[src/rtl/subcarrier_rx.sv]
// Backscatter subcarrier detector: measures the spacing of sliced-envelope rising
// edges, classifies 40/80-class tags, tracks lock and reports each finished burst.
module subcarrier_rx #(
    parameter int unsigned P40_MIN = 270,
    parameter int unsigned P40_MAX = 330,
    parameter int unsigned P80_MIN = 135,
    parameter int unsigned P80_MAX = 165,
    parameter int unsigned LOCK_N  = 4,
    parameter int unsigned TIMEOUT = 1024,
    parameter int unsigned PW      = 12
) (
    input  logic        clk_i,
    input  logic        rst_i,
    input  logic        sc_in_i,
    output logic        sc_valid_o,
    output logic [1:0]  sc_class_o,
    output logic        burst_done_o,
    output logic [1:0]  burst_class_o,
    output logic [15:0] burst_len_o
);

    typedef enum logic [1:0] {
        ST_IDLE   = 2'd0,
        ST_ACQ    = 2'd1,
        ST_LOCKED = 2'd2
    } state_e;

    localparam logic [1:0]    CLS_NONE   = 2'd0;
    localparam logic [1:0]    CLS_40     = 2'd1;
    localparam logic [1:0]    CLS_80     = 2'd2;
    localparam logic [PW:0]   P40_MIN_C  = (PW+1)'(P40_MIN);
    localparam logic [PW:0]   P40_MAX_C  = (PW+1)'(P40_MAX);
    localparam logic [PW:0]   P80_MIN_C  = (PW+1)'(P80_MIN);
    localparam logic [PW:0]   P80_MAX_C  = (PW+1)'(P80_MAX);
    localparam logic [PW:0]   TIMEOUT_C  = (PW+1)'(TIMEOUT);
    localparam logic [3:0]    LOCK_N_C   = 4'(LOCK_N);
    localparam logic [15:0]   LOCK_LEN_C = 16'(LOCK_N);
    localparam logic [PW-1:0] CNT_MAX_C  = {PW{1'b1}};
    localparam logic [15:0]   LEN_MAX_C  = 16'hFFFF;

    function automatic logic [1:0] classify(input logic [PW:0] period);
        logic [1:0] cls;
        if ((period >= P40_MIN_C) && (period <= P40_MAX_C)) begin
            cls = CLS_40;
        end else if ((period >= P80_MIN_C) && (period <= P80_MAX_C)) begin
            cls = CLS_80;
        end else begin
            cls = CLS_NONE;
        end
        return cls;
    endfunction

    logic          sync1_q;
    logic          sync2_q;
    logic          prev_q;
    logic          edge_p_q;
    logic [PW-1:0] cnt_q;
    logic [PW-1:0] cnt_d;
    logic [PW:0]   period_s;
    logic [1:0]    class_s;
    logic          timeout_s;
    logic [3:0]    acq_match_s;
    logic          lock_hit_s;
    state_e        state_q;
    state_e        state_d;
    logic [1:0]    cand_q;
    logic [1:0]    cand_d;
    logic [3:0]    match_q;
    logic [3:0]    match_d;
    logic [15:0]   len_q;
    logic [15:0]   len_d;
    logic          sc_valid_q;
    logic          sc_valid_d;
    logic [1:0]    sc_class_q;
    logic [1:0]    sc_class_d;
    logic          burst_done_q;
    logic          burst_done_d;
    logic [1:0]    burst_class_q;
    logic [1:0]    burst_class_d;
    logic [15:0]   burst_len_q;
    logic [15:0]   burst_len_d;

    // Two-flop synchronizer followed by a registered rising-edge detector.
    always_ff @(posedge clk_i) begin
        if (rst_i) begin
            sync1_q  <= 1'b0;
            sync2_q  <= 1'b0;
            prev_q   <= 1'b0;
            edge_p_q <= 1'b0;
        end else begin
            sync1_q  <= sc_in_i;
            sync2_q  <= sync1_q;
            prev_q   <= sync2_q;
            edge_p_q <= sync2_q & ~prev_q;
        end
    end

    // Period counter: restarts on each edge, holds at full scale.
    always_comb begin
        if (edge_p_q) begin
            cnt_d = {PW{1'b0}};
        end else if (cnt_q == CNT_MAX_C) begin
            cnt_d = cnt_q;
        end else begin
            cnt_d = cnt_q + PW'(1);
        end
    end

    // Period counter register.
    always_ff @(posedge clk_i) begin
        if (rst_i) begin
            cnt_q <= {PW{1'b0}};
        end else begin
            cnt_q <= cnt_d;
        end
    end

    // The counter lags by one, so the cycles since the last edge are cnt_q + 1.
    always_comb begin
        period_s  = {1'b0, cnt_q} + (PW+1)'(1);
        class_s   = classify(period_s);
        timeout_s = (state_q != ST_IDLE) && (period_s == TIMEOUT_C);
        if (class_s == CLS_NONE) begin
            acq_match_s = 4'd0;
        end else if (class_s == cand_q) begin
            acq_match_s = match_q + 4'd1;
        end else begin
            acq_match_s = 4'd1;
        end
        lock_hit_s = (acq_match_s == LOCK_N_C);
    end

    // FSM state register.
    always_ff @(posedge clk_i) begin
        if (rst_i) begin
            state_q <= ST_IDLE;
        end else begin
            state_q <= state_d;
        end
    end

    // FSM next state; a timeout outranks a coincident edge.
    always_comb begin
        state_d = state_q;
        case (state_q)
            ST_IDLE: begin
                if (edge_p_q) begin
                    state_d = ST_ACQ;
                end else begin
                    state_d = ST_IDLE;
                end
            end
            ST_ACQ: begin
                if (timeout_s) begin
                    state_d = ST_IDLE;
                end else if (edge_p_q && lock_hit_s) begin
                    state_d = ST_LOCKED;
                end else begin
                    state_d = ST_ACQ;
                end
            end
            ST_LOCKED: begin
                if (timeout_s) begin
                    state_d = ST_IDLE;
                end else if (edge_p_q && (class_s != sc_class_q)) begin
                    state_d = ST_ACQ;
                end else begin
                    state_d = ST_LOCKED;
                end
            end
            default: begin
                state_d = ST_IDLE;
            end
        endcase
    end

    // FSM outputs: acquisition bookkeeping, lock status and burst reporting.
    always_comb begin
        cand_d        = cand_q;
        match_d       = match_q;
        len_d         = len_q;
        sc_valid_d    = sc_valid_q;
        sc_class_d    = sc_class_q;
        burst_done_d  = 1'b0;
        burst_class_d = burst_class_q;
        burst_len_d   = burst_len_q;
        case (state_q)
            ST_IDLE: begin
                if (edge_p_q) begin
                    cand_d  = CLS_NONE;
                    match_d = 4'd0;
                end else begin
                    cand_d  = cand_q;
                    match_d = match_q;
                end
            end
            ST_ACQ: begin
                if (timeout_s) begin
                    cand_d  = CLS_NONE;
                    match_d = 4'd0;
                end else if (edge_p_q) begin
                    cand_d  = class_s;
                    match_d = acq_match_s;
                    if (lock_hit_s) begin
                        sc_valid_d = 1'b1;
                        sc_class_d = class_s;
                        len_d      = LOCK_LEN_C;
                    end else begin
                        sc_valid_d = 1'b0;
                        sc_class_d = CLS_NONE;
                    end
                end else begin
                    cand_d  = cand_q;
                    match_d = match_q;
                end
            end
            ST_LOCKED: begin
                if (timeout_s || (edge_p_q && (class_s != sc_class_q))) begin
                    burst_done_d  = 1'b1;
                    burst_class_d = sc_class_q;
                    burst_len_d   = len_q;
                    sc_valid_d    = 1'b0;
                    sc_class_d    = CLS_NONE;
                    cand_d        = CLS_NONE;
                    match_d       = 4'd0;
                end else if (edge_p_q) begin
                    if (len_q == LEN_MAX_C) begin
                        len_d = len_q;
                    end else begin
                        len_d = len_q + 16'd1;
                    end
                end else begin
                    len_d = len_q;
                end
            end
            default: begin
                cand_d     = CLS_NONE;
                match_d    = 4'd0;
                sc_valid_d = 1'b0;
                sc_class_d = CLS_NONE;
            end
        endcase
    end

    // Datapath and output registers.
    always_ff @(posedge clk_i) begin
        if (rst_i) begin
            cand_q        <= CLS_NONE;
            match_q       <= 4'd0;
            len_q         <= 16'd0;
            sc_valid_q    <= 1'b0;
            sc_class_q    <= CLS_NONE;
            burst_done_q  <= 1'b0;
            burst_class_q <= CLS_NONE;
            burst_len_q   <= 16'd0;
        end else begin
            cand_q        <= cand_d;
            match_q       <= match_d;
            len_q         <= len_d;
            sc_valid_q    <= sc_valid_d;
            sc_class_q    <= sc_class_d;
            burst_done_q  <= burst_done_d;
            burst_class_q <= burst_class_d;
            burst_len_q   <= burst_len_d;
        end
    end

    assign sc_valid_o    = sc_valid_q;
    assign sc_class_o    = sc_class_q;
    assign burst_done_o  = burst_done_q;
    assign burst_class_o = burst_class_q;
    assign burst_len_o   = burst_len_q;

endmodule

[config.mk]
export PLATFORM = sky130hd
export DESIGN_NAME = subcarrier_rx
export DESIGN_NICKNAME = d
export VERILOG_FILES = /design/src/rtl/subcarrier_rx.sv
export SDC_FILE = /design/constraint.sdc
export NUM_CORES = 1
export LEC_CHECK = 0
export BUFFER_PORTS_ARGS = -buffer_cell sky130_fd_sc_hd__buf_2
export CAP_MARGIN = 10
export CORE_UTILIZATION = 45
export CTS_CLUSTER_DIAMETER = 60
export DETAILED_ROUTE_END_ITERATION = 16
export GPL_TIMING_DRIVEN = 0
export PLACE_DENSITY_LB_ADDON = 0.25
export SETUP_SLACK_MARGIN = 0.15
export SYNTH_ARGS = -nofsm -noshare
export SYNTH_HDL_FRONTEND = slang
export SYNTH_SLANG_ARGS = --single-unit
[constraint.sdc]
create_clock -name clk_i -period 5.1 [get_ports clk_i]
set_clock_uncertainty 0.15 [all_clocks]
set_input_delay 0.255 -clock clk_i [delete_from_list [all_inputs] [get_ports clk_i]]
set_output_delay 0.255 -clock clk_i [all_outputs]
set_load 0.05 [all_outputs]
# ---- Word-level counts from Yosys, hierarchy flattened
# Index checks and enable logic that the tools add are counted.
dict set report word_totals {
  register_bits 62
  out_inout_bits 22
}
dict set report classes {
  addsub 4
  magnitude_cmp 4
  n_eq_ne 17
  n_mux 37
  n_bitwise 4
  n_reduce_logical 16
}
# cell n
set ops {}
lappend ops {{$mux 16} 6}
lappend ops {{$pmux 16 s2} 1}
lappend ops {{$mux 2} 13}
lappend ops {{$mux 4} 6}
lappend ops {{$pmux 2 s3} 3}
lappend ops {{$add 16x1->16 const B} 1}
lappend ops {{$eq 16x16->1 const B} 1}
lappend ops {{$ne 2x2->1 const B} 8}
lappend ops {{$add 12x1->13 const B} 1}
lappend ops {{$eq 13x11->1 const B} 1}
lappend ops {{$ge 13x8->1 const B} 1}
lappend ops {{$ge 13x9->1 const B} 1}
lappend ops {{$le 13x8->1 const B} 1}
lappend ops {{$le 13x9->1 const B} 1}
lappend ops {{$add 12x1->12 const B} 1}
lappend ops {{$eq 12x12->1 const B} 1}
lappend ops {{$pmux 4 s3} 1}
lappend ops {{$reduce_and 7->1} 1}
lappend ops {{$mux 1} 6}
lappend ops {{$logic_and 1x1->1} 5}
lappend ops {{$add 4x1->4 const B} 1}
lappend ops {{$eq 4x3->1 const B} 1}
lappend ops {{$logic_not 2->1} 2}
lappend ops {{$reduce_and 4->1} 1}
lappend ops {{13 further kinds} 17}

# ---- Logic depth before layout (Yosys ltp)
dict set report depth {
  ltp_word 13
  depth_mapped 15
  depth_no_buf 12
}

# ---- Worst setup path before layout
# OpenSTA, ideal clock, no wires.
dict set report synth_timing {
  path_type {register to register}
  from {register cnt_q[0]}
  to {register burst_class_q[0] (netlist: burst_class_o[0])}
  setup_ps 128
  arrival_time_ps 3062
  required_ps 4822
  setup_slack_ps 1761
  stages_incl_launch_ff 16
  path_buffers 3
  synth_period_minus_slack_ps 3339
  cell_sequence {dfxtp_1 -> buf_2 -> inv_1 -> ha_1 -> nand2b_1 -> o32ai_1 -> nand2_1 -> a311o_1 -> o2111ai_2 -> nand3_1 -> nor2b_1 -> a31oi_1 -> buf_4 -> buf_4 -> mux2i_1 -> nor2_1}
}
dict set report synth_between {
  elab_chain_cells 9
  word_cells_on_any_way 15
  cone_classes {add/sub (1); order compare (4); eq/ne (2); mux (2); reduce/logical (6)}
}
# element line_no
set synth_lines {}
lappend synth_lines {{from (decl)} 57} ;# logic [PW-1:0] cnt_q;
lappend synth_lines {{from (signal assigned)} 112} ;# cnt_q <= {PW{1'b0}};
lappend synth_lines {{from (signal assigned)} 114} ;# cnt_q <= cnt_d;
lappend synth_lines {{$add 12x1->13 *} 120} ;# period_s = {1'b0, cnt_q} + (PW+1)'(1);
lappend synth_lines {{named net period_s[0]} 59} ;# logic [PW:0] period_s;
lappend synth_lines {{$ge 13x8->1 / $le 13x8->1 (equally long branches)} 45} ;# end else if ((period >= P80_MIN_C) && (period <= P80_MAX_C)) begin
lappend synth_lines {{$logic_and 1x1->1} 45}
lappend synth_lines {{$mux 2} 45}
lappend synth_lines {{$mux 2} 43} ;# if ((period >= P40_MIN_C) && (period <= P40_MAX_C)) begin
lappend synth_lines {{$ne 2x2->1} 218} ;# if (timeout_s || (edge_p_q && (class_s != sc_class_q))) begin
lappend synth_lines {{$logic_and 1x1->1} 218}
lappend synth_lines {{$logic_or 1x1->1 *} 218}
lappend synth_lines {{$reduce_and 2->1 (no source line) *} --}
lappend synth_lines {{to (signal assigned)} 263} ;# burst_class_q <= burst_class_d;
lappend synth_lines {{to (decl)} 78} ;# logic [1:0] burst_class_q;
# Mark *: on every way through the listed nets, which the timed path passes. The rest lies on a longest branch.
# A chain may end at the register's enable or synchronous reset.

# ---- Final worst setup path
dict set report layout_timing {
  from {register cnt_q[0]}
  to {register len_q[14]}
}
dict set report layout_between {
  elab_chain_cells 11
  word_cells_on_any_way 23
  cone_classes {add/sub (1); order compare (4); eq/ne (7); mux (4); reduce/logical (7)}
}
# element line_no
set layout_lines {}
lappend layout_lines {{$add 12x1->13 *} 120}
lappend layout_lines {{named net period_s[0]} 59}
lappend layout_lines {{$ge 13x8->1 / $le 13x8->1 (equally long branches)} 45}
lappend layout_lines {{$logic_and 1x1->1} 45}
lappend layout_lines {{$mux 2} 45}
lappend layout_lines {{$mux 2} 43}
lappend layout_lines {{$eq 2x2->1} 125} ;# end else if (class_s == cand_q) begin
lappend layout_lines {{$mux 4} 125}
lappend layout_lines {{$mux 4} 123} ;# if (class_s == CLS_NONE) begin
lappend layout_lines {{$eq 4x3->1} 130} ;# lock_hit_s = (acq_match_s == LOCK_N_C);
lappend layout_lines {{$ne 2x2->1 (no source line)} --}
lappend layout_lines {{$reduce_and 7->1 (no source line) *} --}
lappend layout_lines {{to (signal assigned)} 259} ;# len_q <= len_d;
lappend layout_lines {{to (decl)} 70} ;# logic [15:0] len_q;
# Marks and branches as above.

==> metrics <==
status complete, no violations; Synth Area per Inst 8.37 sq um; dpl ws between 1 and 1.5 ns; reg-to-reg slack, setup between 1 and 1.5 ns; async set-reset flop share out of synthesis 0; ANT cells 0; worst-path maximum fanout 10; Final period util 0.792; Largest delay share family, worst path compound AO/OA/AOI/OAI gates; hold buffers post-CTS 1; worst r2r path cells 14; crit end category flop; setup TNS 0 ns; die width 93.0 um; area delta synth->final 11.9%; Num CTS Buffers 9; number of remaining DRC errors 0; clock tree from TritonCTS yes; GRT Util Overall 0.216; Final #Nets 491; cell breakdown of the critical path buf_2, inv_1, ha_1, nand2b_1, o32ai_1, nand2_1, a311o_1, o2111ai_2, nand2_1, a211oi_1, a21oi_1, buf_2, o21ai_0, o21ai_0; FF-to-FF End len_q[14]$_SDFFE_PP0P_; Detailed Routing Iterations Pass 1 4; drt via density 5.71; FP Rows 32; Seq/Total Area, Yosys 0.333; worst setup path end len_q[14]$_SDFFE_PP0P_; vias in the first global route a little over 3k; final instance area 0.00417 sq mm; dpl cells between 500 and 600; first-pass GRT wire length 14800 um; Slowest cell on crit path a211oi_1; DR vias 3351; Seq cells post-synth 62; CP Launch Point cnt_q[0]$_SDFFE_PP0P_; GP Congestion 0.880; Final ANT Viol Nets 0; GRT overflow 0; Critical Path Max Stage Delay 0.62 ns; cts repair resizes 0; Netlist cell types 79; initial drt markers 221; fmax roughly 250 MHz; placed inst area ~0.0040 sq mm; I/O pin count 25; Port Buffers 24; Clk Latency, worst-skew pair approximately 0.34 ns; Root Buffer clkbuf_8; RSZ-0062 raised after global routing false; Initial Utilization 0.475; initial antenna violation count 0; Wirelength per Cell 15.2 um; Final WS setup 1.06 ns; crit path kind reg2reg; Critical R2R Launch cnt_q[0]$_SDFFE_PP0P_; syn_nets 455; Post-synth EDFFs 0; Max VDD drop 165 uV; cell area power density 228 mW/mm^2; Clock Tree Buf Depth 2; Startpoint Class flop; CP bufs+invs 3; Syn Inst Count around 450; Hold Vio Cnt, Final 0; Synth Flop Type dfxtp_1; synthesized area ~0.0037 sq mm; Max Cap Viol 0; Slew Limit Headroom 0.558; Static Leak 1.53 nW; Reg clk slew, reported paths 0.07 ns; # clock sinks 62; final wirelength 8900 um; Core ar. 0.00785 sq mm; Arr. time, crit path 4.11 ns; dpl hpwl 6370 um; max-slew violations 0; htree depth 3; largest net degree at the start of global routing 11; Critical Path RT between 5 and 6 ns; share of layout cells above drive strength 1 0.155; Layout Cells excl Fill 587; Final Setup Violations 0; Ys Warns 0; worst-margin pin slew ~0.66 ns; hold slack 0.0211 ns; clock period minus worst slack slightly above 4 ns; Crit. path cell count 14; # Post-CTS Setup Buffers 0; Die H 93.0 um; Die Footprint 0.00865 sq mm; worst min path class in2reg
## metal layers
| layer | up-vias | GRT usage | share of wire |
|---|---|---|---|
| li1 | 1678 | - | - |
| met1 | 1602 | 0.285 | 0.49 |
| met2 | 60 | 0.342 | 0.46 |
| met3 | 11 | 0.0407 | 0.037 |
| met4 | 0 | 0.0962 | 0.017 |
| met5 | - | 0 | 0 |
## state kept, by name, indices dropped and copies added, names as in the netlist, 2 cells and up
name	flops
len_q	16
sc_class_o	2
cnt_q	12
state_q	2
burst_class_o	2
match_q	4
cand_q	2
burst_len_o	16
## cell usage in the layout (no fill, tap or decap), types with 10 or more instances in the layout
cell and instances:
nor2_1 47, buf_2 33, clkbuf_8 12, and3_1 10, nand2_1 36, o21ai_0 24
clkbuf_1 14, nor2b_1 19, a31oi_1 10, nand3_1 16, dfxtp_1 62, mux2i_1 20
a21oi_1 31
## worst min path at each step
stage / cells after the start / start / slack [ns] / to
after global placement: 1 / prev_q$_SDFF_PP0_ / 0.22 / edge_p_q$_SDFF_PP0_
after detailed placement: 1 / prev_q$_SDFF_PP0_ / 0.23 / edge_p_q$_SDFF_PP0_
after floorplan: 1 / rst_i / 0.18 / prev_q$_SDFF_PP0_
final: 2 / rst_i / 0.02 / prev_q$_SDFF_PP0_
after CTS: 2 / rst_i / 0.01 / prev_q$_SDFF_PP0_
after global routing: 2 / rst_i / 0.03 / prev_q$_SDFF_PP0_
## area by class of cell
cell class                      count  area (sq um)
Fill cell                         762          3680
Multi-Input combinational cell    344          2280
Sequential cell                    62          1240
Buffer                             32           180
Clock buffer                       13           169
Timing Repair Buffer               25           130
Tap cell                          102           128
Inverter                            7          26.3
Clock inverter                      2          16.3
## Yosys cell counts, types with 2 or more instances
| cell | number | area [sq um] |
|---|---|---|
| dfxtp_1 | 62 | 1240 |
| nor2_1 | 47 | 176 |
| nand2_1 | 36 | 135 |
| a21oi_1 | 31 | 155 |
| o21ai_0 | 24 | 120 |
| mux2i_1 | 20 | 200 |
| nor2b_1 | 19 | 119 |
| nand3_1 | 16 | 80.1 |
| clkbuf_1 | 13 | 48.8 |
| a31oi_1 | 10 | 62.6 |
| and3_1 | 10 | 62.6 |
| buf_2 | 9 | 45.0 |
| and2_1 | 8 | 50.1 |
| nand4_1 | 8 | 50.1 |
| ha_1 | 7 | 87.6 |
| inv_1 | 6 | 22.5 |
| nand2b_1 | 6 | 37.5 |
| xnor2_1 | 6 | 52.6 |
| a211oi_1 | 5 | 37.5 |
| a311oi_1 | 5 | 43.8 |
| and4_1 | 5 | 43.8 |
| buf_6 | 5 | 56.3 |
| o211ai_1 | 5 | 37.5 |
| nor3_1 | 4 | 20.0 |
| or3_1 | 4 | 25.0 |
| xor2_1 | 4 | 35.0 |
| a41oi_1 | 3 | 26.3 |
| and2_4 | 3 | 26.3 |
| buf_4 | 3 | 22.5 |
| o21bai_1 | 3 | 22.5 |
| o31ai_1 | 3 | 22.5 |
| and3b_1 | 2 | 17.5 |
| buf_1 | 2 | 7.51 |
| nand3b_1 | 2 | 15.0 |
| nand4b_1 | 2 | 17.5 |
| nor3b_1 | 2 | 15.0 |
| o21a_1 | 2 | 15.0 |
| or4_1 | 2 | 15.0 |
## report_power, final
part | switching, W | internal [W] | total [W]
sequential | 0.00000399 | 0.000487 | 0.000491
clock | 0.000194 | 0.000215 | 0.000408
combinational | 0.0000323 | 0.0000181 | 0.0000503
total | 0.000230 | 0.000720 | 0.000950
## metrics by stage
step	total power, W	utilization
finish	0.000950	0.531
global route	0.000983	0.531
detailed placement	0.000551	0.506
CTS	0.000956	0.531
floorplan	0.000538	-
global placement	0.000550	0.506
## logic make-up after synthesis
logic type                 Yosys count  synth area share
buffers and inverters               39            0.0554
DFF                                 62             0.333
and+or+nand+nor                    196             0.304
xor gates and xnor gates            11            0.0309
adders and majority gates            8            0.0262
muxes                               21            0.0567
AOI/OAI and AO/OA                  108             0.194
No activity file was read; power rests on OpenSTA's default activity.
